`src/rtl/rom4_mult_lut.sv`:
```
// 4x4-bit unsigned multiplier as a 256-entry constant product table.
// dout is the same-cycle table read; dout_q is a registered copy with one clock of latency.
module rom4_mult_lut #(
   parameter int unsigned WIDTH = 4
) (
   input  logic               clk,
   input  logic               rst_n,
   input  logic [2*WIDTH-1:0] addr,
   output logic [2*WIDTH-1:0] dout,
   output logic [2*WIDTH-1:0] dout_q
);

   // Row a holds a*b for b = 0..15; the address is {a, b}.
   localparam logic [7:0] ProdRom [256] = '{
      8'd0,   8'd0,   8'd0,   8'd0,   8'd0,   8'd0,   8'd0,   8'd0,
      8'd0,   8'd0,   8'd0,   8'd0,   8'd0,   8'd0,   8'd0,   8'd0,
      8'd0,   8'd1,   8'd2,   8'd3,   8'd4,   8'd5,   8'd6,   8'd7,
      8'd8,   8'd9,   8'd10,  8'd11,  8'd12,  8'd13,  8'd14,  8'd15,
      8'd0,   8'd2,   8'd4,   8'd6,   8'd8,   8'd10,  8'd12,  8'd14,
      8'd16,  8'd18,  8'd20,  8'd22,  8'd24,  8'd26,  8'd28,  8'd30,
      8'd0,   8'd3,   8'd6,   8'd9,   8'd12,  8'd15,  8'd18,  8'd21,
      8'd24,  8'd27,  8'd30,  8'd33,  8'd36,  8'd39,  8'd42,  8'd45,
      8'd0,   8'd4,   8'd8,   8'd12,  8'd16,  8'd20,  8'd24,  8'd28,
      8'd32,  8'd36,  8'd40,  8'd44,  8'd48,  8'd52,  8'd56,  8'd60,
      8'd0,   8'd5,   8'd10,  8'd15,  8'd20,  8'd25,  8'd30,  8'd35,
      8'd40,  8'd45,  8'd50,  8'd55,  8'd60,  8'd65,  8'd70,  8'd75,
      8'd0,   8'd6,   8'd12,  8'd18,  8'd24,  8'd30,  8'd36,  8'd42,
      8'd48,  8'd54,  8'd60,  8'd66,  8'd72,  8'd78,  8'd84,  8'd90,
      8'd0,   8'd7,   8'd14,  8'd21,  8'd28,  8'd35,  8'd42,  8'd49,
      8'd56,  8'd63,  8'd70,  8'd77,  8'd84,  8'd91,  8'd98,  8'd105,
      8'd0,   8'd8,   8'd16,  8'd24,  8'd32,  8'd40,  8'd48,  8'd56,
      8'd64,  8'd72,  8'd80,  8'd88,  8'd96,  8'd104, 8'd112, 8'd120,
      8'd0,   8'd9,   8'd18,  8'd27,  8'd36,  8'd45,  8'd54,  8'd63,
      8'd72,  8'd81,  8'd90,  8'd99,  8'd108, 8'd117, 8'd126, 8'd135,
      8'd0,   8'd10,  8'd20,  8'd30,  8'd40,  8'd50,  8'd60,  8'd70,
      8'd80,  8'd90,  8'd100, 8'd110, 8'd120, 8'd130, 8'd140, 8'd150,
      8'd0,   8'd11,  8'd22,  8'd33,  8'd44,  8'd55,  8'd66,  8'd77,
      8'd88,  8'd99,  8'd110, 8'd121, 8'd132, 8'd143, 8'd154, 8'd165,
      8'd0,   8'd12,  8'd24,  8'd36,  8'd48,  8'd60,  8'd72,  8'd84,
      8'd96,  8'd108, 8'd120, 8'd132, 8'd144, 8'd156, 8'd168, 8'd180,
      8'd0,   8'd13,  8'd26,  8'd39,  8'd52,  8'd65,  8'd78,  8'd91,
      8'd104, 8'd117, 8'd130, 8'd143, 8'd156, 8'd169, 8'd182, 8'd195,
      8'd0,   8'd14,  8'd28,  8'd42,  8'd56,  8'd70,  8'd84,  8'd98,
      8'd112, 8'd126, 8'd140, 8'd154, 8'd168, 8'd182, 8'd196, 8'd210,
      8'd0,   8'd15,  8'd30,  8'd45,  8'd60,  8'd75,  8'd90,  8'd105,
      8'd120, 8'd135, 8'd150, 8'd165, 8'd180, 8'd195, 8'd210, 8'd225
   };

   assign dout = ProdRom[addr];

   always_ff @(posedge clk or negedge rst_n) begin
      if (!rst_n) begin
         dout_q <= '0;
      end else begin
         dout_q <= dout;
      end
   end

endmodule

```
`config.mk`:
```
export PLATFORM = sky130hd
export DESIGN_NAME = rom4_mult_lut
export DESIGN_NICKNAME = d
export VERILOG_FILES = /design/src/rtl/rom4_mult_lut.sv
export SDC_FILE = /design/constraint.sdc
export NUM_CORES = 1
export LEC_CHECK = 0
export CORE_ASPECT_RATIO = 1.1
export CORE_MARGIN = 3
export CORE_UTILIZATION = 50
export DETAILED_ROUTE_END_ITERATION = 7
export GPL_TIMING_DRIVEN = 0
export PLACE_DENSITY = 0.79
export SLEW_MARGIN = 0
export SYNTH_ARGS = -nofsm -noshare
export SYNTH_HDL_FRONTEND = slang
export SYNTH_SLANG_ARGS = --single-unit
```
`constraint.sdc`:
```
create_clock -name clk -period 3.9 [get_ports clk]
set_input_delay 0.78 -clock clk [delete_from_list [all_inputs] [get_ports clk]]
set_output_delay 0.78 -clock clk [all_outputs]
set_load 0.005 [all_outputs]
```
==> metrics.csv, run 1 <==
metric,value,unit
status,"complete, no violations",
final_nets,260,
wl_per_cell,18.8,µm
end_kind,output port,
grt_pass1_vias,1627,
worstSetupStartpointType,primary input,
crit_chain,buf_2 -> buf_6 -> clkinvlp_4 -> ha_4 -> mux2_2 -> o22ai_1 -> a22oi_1 -> o21ai_0 -> a32o_1 -> clkdlybuf4s50_1,
synth.distinct_cells,54,
grt_pass1_wl,8070,µm
cts-hold-fix-buffers,0,
ys.warnings.count,0,
startpoint,addr[1],
antenna_found_initial,0,
viasPerCell,6.85,
syn_area,1510,µm²
setup_viol,0,
areaGrowthSynthToFinish,26.0,%
async_flop_share,100,%
core_area,2830,µm²
track_usage,27.6,%
fmax,265,MHz
num_vias,1855,
total_power,0.383,mW
grt_max_degree,11,
dp_hpwl,3680,µm
dr.pass1.iters,5,
p_comb_share,58.7,%
path_clk_slew,60,ps
cts.sinks,8,
die_area,3710,µm²
cts_tree,yes,
critPathArrivalTime,3000,ps
p_leak,0.790,nW
synth_edf_count,0,
setup_ws,120,ps
crit_type,primary input to output port,
final_util,67.1,%
critPathMaxStageDelay,510,ps
final.min_clock_period,3780,ps
h-tree-depth,1,
cp_max_fo,7,
wl,5090,µm
crit_required,3120,ps
fin_crit_sh,96.9,%
post-place-ws,-620,ps
dr.first_iter.drc_count,197,
diodes,0,
clockBufferDepth,2,
hold_viol,0,
critPathSlowestCell,clkdlybuf4s50_1,
powerDensity,202,nW/µm²
switchingPower,0.149,mW
maxSlewViolCount,0,
relSlewSlack,68.0,%
place.gp.congestion,0.989,
rsz0062_at_grt,no,
syn_inst,205,
fin_tns_setup,0,ps
cts_buffers,3,
die_w,58.3,µm
postRouteAntennaNets,0,
overflow,0,
yosysSeqAreaShare,13.3,%
clockRootBuffer,clkbuf_4,
p_int,0.234,mW
endpoint,dout[3],
io_pins,26,
tightest_slew,480,ps
largest_reg_flops,8,
synth_nets,225,
avgSynthCellArea,7.35,µm²
rows,20,
fillers,263,
maxCapViolations,0,
layout-drive-gt1-share,18.9,%
drc_errors,0,
top_regs,dout_q (8),
portBuffers,24,
ys_ff_latch,8,
ys.flop_type,dfrtp_1,
p_clk_share,16.9,%
p_seq_share,24.4,%
hold_class,primary input to asynchronous set/reset pin,
start_util,53.3,%
irDropWorstVdd,0.000181,V
switching_share,38.8,%
die_h,63.6,µm
largest_register,dout_q,
[stage by stage]
step	cell area, µm²	hold WS [ps]	instances
6_report	1900	781	271
2_1_floorplan	1510	484	205
4_1_cts	1850	807	266
3_5_place_dp	1790	1070	262
5_1_grt	1900	825	271
3_3_place_gp	1790	1070	262
[cell usage in the layout (no fill, tap or decap), types with 7 or more instances in the layout]
cell / Yosys / routed
nor2_1: 10 / 10
nand2_1: 18 / 18
nor2b_1: 8 / 8
clkdlybuf4s50_1: 0 / 21
nand3_1: 8 / 8
buf_2: 8 / 8
a21oi_1: 10 / 10
nand2b_1: 9 / 9
ha_1: 10 / 8
dfrtp_1: 8 / 8
a31oi_1: 7 / 7
buf_4: 8 / 13
o21ai_0: 13 / 12
[routing by layer]
layer,vias up,global-route usage [%],part of all wire [%]
met3,21,2.66,12
met2,166,45.3,47
met1,827,36.6,37
met5,-,0,0
li1,841,-,-
met4,0,10.1,3.2
[cell families after synthesis]
| logic type | count (synthesis) | share of synthesized area (%) |
|---|---|---|
| flip-flops | 8 | 13.3 |
| buffers and inverters | 26 | 10.6 |
| AND/OR/NAND/NOR | 74 | 25.6 |
| adder cells (fa/ha/maj) | 10 | 8.31 |
| multiplexers | 5 | 3.57 |
| XOR/XNOR | 2 | 1.16 |
| AO/OA/AOI/OAI | 80 | 37.5 |
[worst min-delay path by stage]
stage / to / cells after the start / startpoint / slack (ps)
after global placement: dout_q[3] / 1 / rst_n / 1070
after global routing: dout_q[1] / 1 / rst_n / 820
after detailed placement: dout_q[3] / 1 / rst_n / 1070
after floorplan: dout_q[0] / 0 / rst_n / 480
final: dout_q[1] / 1 / rst_n / 780
after CTS: dout_q[1] / 1 / rst_n / 810
[layout make-up]
type | instances | area [µm²] | share of cell area (%)
clock buffers | 3 | 22.5 | 1.19
plain buffers | 21 | 153 | 8.04
repair buffers | 30 | 275 | 14.5
flip-flops and latches | 8 | 200 | 10.5
multi-input cells | 171 | 1180 | 62.0
well taps | 33 | 41.3 | 2.18
inverters | 5 | 28.8 | 1.52
[power by group through the flow]
stage	sequential [mW]	clock, mW	combinational [mW]
final	0.0933	0.0648	0.225
after global routing	0.0942	0.0655	0.242
after CTS	0.0936	0.0629	0.212
after detailed placement	0.0950	0	0.207
after global placement	0.0945	0	0.207
after floorplan	0.0962	0	0.127
[repair_timing]
| action | 4_1_cts | 5_1_grt |
|---|---|---|
| resized for setup | 15 | 10 |
| setup buffers | 1 | 5 |
| setup endpoints to repair | 7 | 5 |
| pin swaps | 1 | 4 |
[critical path: cells and delay by family]
family	cells	cell delay, ps
buf+inv	4	960
compound gates	4	670
fa+ha+maj	1	320
mux	1	260
[cell usage after synthesis (2+ instances only)]
library cell,count,area share (%)
buf_4,8,4.0
a22o_1,2,1.2
a21oi_1,10,3.3
or3_1,3,1.2
and2b_1,2,1.0
buf_6,3,2.2
a21o_1,5,2.5
a211o_1,4,2.3
o21ai_1,4,1.3
a211oi_1,3,1.5
o21ai_0,13,4.3
a311oi_1,2,1.2
ha_1,10,8.3
o211a_1,2,1.3
mux2_2,3,2.2
nor2_1,10,2.5
nand3_1,8,2.7
o22ai_1,4,1.7
o32ai_1,2,1.2
inv_1,4,1.0
nor2b_1,8,3.3
and2_1,3,1.2
clkbuf_1,2,0.50
o221ai_1,3,1.7
o311ai_0,2,1.2
a31oi_1,7,2.9
nand2_1,18,4.5
nand2b_1,9,3.7
nor3_1,5,1.7
o211ai_1,5,2.5
o2111ai_1,2,1.2
buf_2,8,2.7
mux2i_1,2,1.3
dfrtp_1,8,13
nand3b_1,2,1.0
No activity file was read; power rests on OpenSTA's default activity.
==> run 2, diff against run 1 <==
Settings changed: PLACE_DENSITY 0.79 to 0.72.
Clock period 3.9 ns to 3.8 ns, I/O delays scaled along.
==> metrics.csv, run 2 (synthesized netlist as in run 1, its figures left out) <==
metric,value,unit
io_pins,26,
dr.pass1.iters,7,
die_w,58.3,µm
final_nets,262,
setup_ws,78.4,ps
postRouteAntennaNets,0,
path_clk_slew,50,ps
antenna_found_initial,0,
end_kind,output port,
grt_pass1_wl,8650,µm
hold_slack,775,ps
cts-hold-fix-buffers,0,
p_leak,0.811,nW
status,"complete, no violations",
largest_reg_flops,8,
irDropWorstVdd,0.000187,V
rsz0062_at_grt,no,
grt_max_degree,11,
largest_register,dout_q,
setup_viol,0,
layout-drive-gt1-share,19.2,%
dp_hpwl,3880,µm
track_usage,29.5,%
wl_per_cell,20.1,µm
die_area,3710,µm²
final.min_clock_period,3720,ps
powerDensity,206,nW/µm²
viasPerCell,7.09,
wl,5490,µm
crit_required,3040,ps
areaGrowthSynthToFinish,26.9,%
fin_tns_setup,0,ps
worstSetupStartpointType,primary input,
post-place-ws,-764,ps
cts.sinks,8,
start_util,53.3,%
rows,20,
cts_tree,yes,
cp_max_fo,10,
overflow,0,
portBuffers,24,
critPathArrivalTime,2960,ps
num_vias,1936,
hold_viol,0,
clockRootBuffer,clkbuf_4,
top_regs,dout_q (8),
crit_type,primary input to output port,
hold_class,primary input to asynchronous set/reset pin,
tightest_slew,468,ps
grt_pass1_vias,1827,
fmax,269,MHz
relSlewSlack,68.8,%
total_power,0.393,mW
final_common_cell,clkdlybuf4s50_1,
fin_crit_sh,97.9,%
drc_errors,0,
maxSlewViolCount,0,
diodes,0,
dr.first_iter.drc_count,197,
core_area,2830,µm²
clockBufferDepth,2,
maxCapViolations,0,
cts_buffers,3,
fillers,261,
h-tree-depth,1,
mostFrequentLayoutCells,"20 x clkdlybuf4s50_1, 18 x nand2_1, 15 x buf_4, 12 x o21ai_0",
place.gp.congestion,1.05,
die_h,63.6,µm
final_util,67.6,%
## run 2: metrics by stage
step	area (µm²)	cells
final	1910	273
after global routing	1910	273
after CTS	1900	273
after detailed placement	1790	262
after global placement	1790	262
after floorplan	1510	205
## run 2: metal layers
layer  global-route usage, %  share of wire, %  up-vias  wire length, µm
met5                       0                 0        -                0
met4                    14.2               4.9        0              269
met3                    3.07                12       37              654
met2                    49.6                46      186             2530
met1                    36.3                37      873             2040
li1                        -                 -      840                -
## run 2: worst max-delay path by stage
stage | cells past startpoint | end | startpoint | slack [ps]
4_1_cts | 11 | dout[5] | addr[1] | 30
6_report | 8 | dout[4] | addr[4] | 80
2_1_floorplan | 8 | dout[4] | addr[1] | 720
3_5_place_dp | 10 | dout[4] | addr[1] | -760
3_3_place_gp | 10 | dout[4] | addr[1] | -700
5_1_grt | 11 | dout[4] | addr[1] | 3
## run 2: critical path, cell delays in order
cell	delay [ps]
clkdlybuf4s50_1	500
buf_4	180
and2_1	250
a21oi_1	100
a21o_1	190
a311o_1	340
nand3_1	130
clkdlybuf4s50_1	520
## run 2: what timing repair did
item,in CTS,in global routing
gates cloned,0,0
gates resized for setup,18,8
pin swaps,1,1
hold endpoints to repair,0,0
setup endpoints to repair,7,5
buffers inserted,8,0
## run 2: report_power, final
part / internal [mW] / switching [mW]
clock network: 0.0359 / 0.0261
logic: 0.111 / 0.124
registers: 0.0938 / 0.00227
total: 0.241 / 0.152
## run 2: cell type report
type,count,area [µm²],share of cell area (%)
repair buffers,32,294,15.4
plain buffers,21,156,8.18
well taps,33,41.3,2.16
flip-flops and latches,8,200,10.5
inverters,5,26.3,1.37
clock buffers,3,22.5,1.18
multi-input cells,171,1170,61.3
==> run 3, diff against run 2 <==
Clock period 3.8 ns to 4.8 ns, I/O delays scaled along.
==> metrics.csv, run 3 (synthesized netlist as in run 1, its figures left out) <==
metric,value,unit
start_util,53.3,%
maxCapViolations,0,
portBuffers,24,
rows,20,
crit_type,primary input to output port,
cpMostUsedCell,clkdlybuf4s50_1,
hold_class,primary input to asynchronous set/reset pin,
worstSetupStartpointType,primary input,
num_vias,1876,
fillers,263,
relSlewSlack,70.9,%
largest_reg_flops,8,
dr.first_iter.drc_count,195,
fin_cells,269,
cts.sinks,8,
busiest_layer,met2,
postRouteAntennaNets,0,
clockRootBuffer,clkbuf_4,
final_nets,258,
grt_pass1_vias,1778,
largest_register,dout_q,
fin_crit_sh,94.2,%
place.gp.congestion,1.05,
grt_pass1_wl,8400,µm
path_clk_slew,50,ps
hold_viol,0,
grt_max_degree,11,
viasPerCell,6.97,
track_usage,28.5,%
die_h,63.6,µm
use_met3,2.46,%
cts_buffers,3,
status,"complete, no violations",
maxSlewViolCount,0,
dr.pass1.iters,5,
met2_usage,46.2,%
setup_viol,0,
die_w,58.3,µm
critPathSlowestCell,clkdlybuf4s50_1,
areaGrowthSynthToFinish,23.3,%
powerDensity,164,nW/µm²
cp_max_fo,10,
diodes,0,
cts_tree,yes,
total_power,0.304,mW
hold_slack,975,ps
die_area,3710,µm²
core_area,2830,µm²
crit_chain,clkdlybuf4s50_1 -> buf_4 -> inv_1 -> ha_1 -> mux2_2 -> a21oi_1 -> o211ai_1 -> o221ai_1 -> o211a_1 -> clkdlybuf4s50_1,
irDropWorstVdd,0.000143,V
final_common_cell,clkdlybuf4s50_1,
overflow,0,
top_regs,dout_q (8),
mostFrequentLayoutCells,"22 x clkdlybuf4s50_1, 18 x nand2_1, 13 x o21ai_0, 12 x buf_4",
numPlacedInstances,262,
layout-drive-gt1-share,15.3,%
met1_usage,36.6,%
io_pins,26,
end_kind,output port,
clockBufferDepth,2,
final_util,65.7,%
fmax,221,MHz
wl_per_cell,19.7,µm
h-tree-depth,1,
final.min_clock_period,4520,ps
critPathArrivalTime,3560,ps
dp_hpwl,3880,µm
wl,5300,µm
drc_errors,0,
fin_tns_setup,0,ps
p_leak,0.797,nW
critPathMaxStageDelay,540,ps
rsz0062_at_grt,no,
crit_required,3840,ps
tightest_slew,436,ps
antenna_found_initial,0,
## run 3: cell type report
type / count / area (µm²) / area share, %
Multi-Input combinational cell: 171 / 1150 / 61.8
Tap cell: 33 / 41.3 / 2.22
Inverter: 5 / 22.5 / 1.21
Buffer: 21 / 148 / 7.95
Timing Repair Buffer: 28 / 275 / 14.8
Clock buffer: 3 / 22.5 / 1.21
Sequential cell: 8 / 200 / 10.8
## run 3: metrics by stage
| stage | area, µm² | setup WS (ps) |
|---|---|---|
| floorplan | 1510 | 1320 |
| global placement | 1790 | -98.1 |
| detailed placement | 1790 | -164 |
| CTS | 1850 | 56.8 |
| global route | 1860 | 164 |
| finish | 1860 | 277 |
## run 3: per-layer routing
metal / vias to the layer above / share of wire [%]
met3: 37 / 12
li1: 831 / -
met5: - / 0
met1: 852 / 37
met2: 156 / 47
met4: 0 / 5.0
## run 3: how the worst max path moves through the flow
stage,start,to,slack (ps),cells past startpoint
3_3_place_gp,addr[1],dout[4],-100,10
6_report,addr[2],dout[5],280,10
2_1_floorplan,addr[1],dout[4],1320,8
3_5_place_dp,addr[1],dout[4],-160,10
4_1_cts,addr[1],dout[4],60,10
5_1_grt,addr[2],dout[4],160,10
## run 3: where the power goes
part	total [mW]	internal, mW	switching, mW
clock network	0.0490	0.0284	0.0206
logic	0.179	0.0844	0.0945
registers	0.0761	0.0743	0.00182
## run 3: worst max-delay path, delay by kind of cell
kind / cells / cell delay, ps
adders and majority gates: 1 / 330
buffers and inverters: 4 / 1430
AOI/OAI and AO/OA: 4 / 570
muxes: 1 / 270
## run 3: timing repair
| item | CTS | global route |
|---|---|---|
| setup endpoints to repair | 3 | 4 |
| pin swaps | 0 | 0 |
| setup buffers | 4 | 0 |
| cloned | 0 | 0 |
| resized for setup | 3 | 3 |
| hold buffers | 0 | 0 |
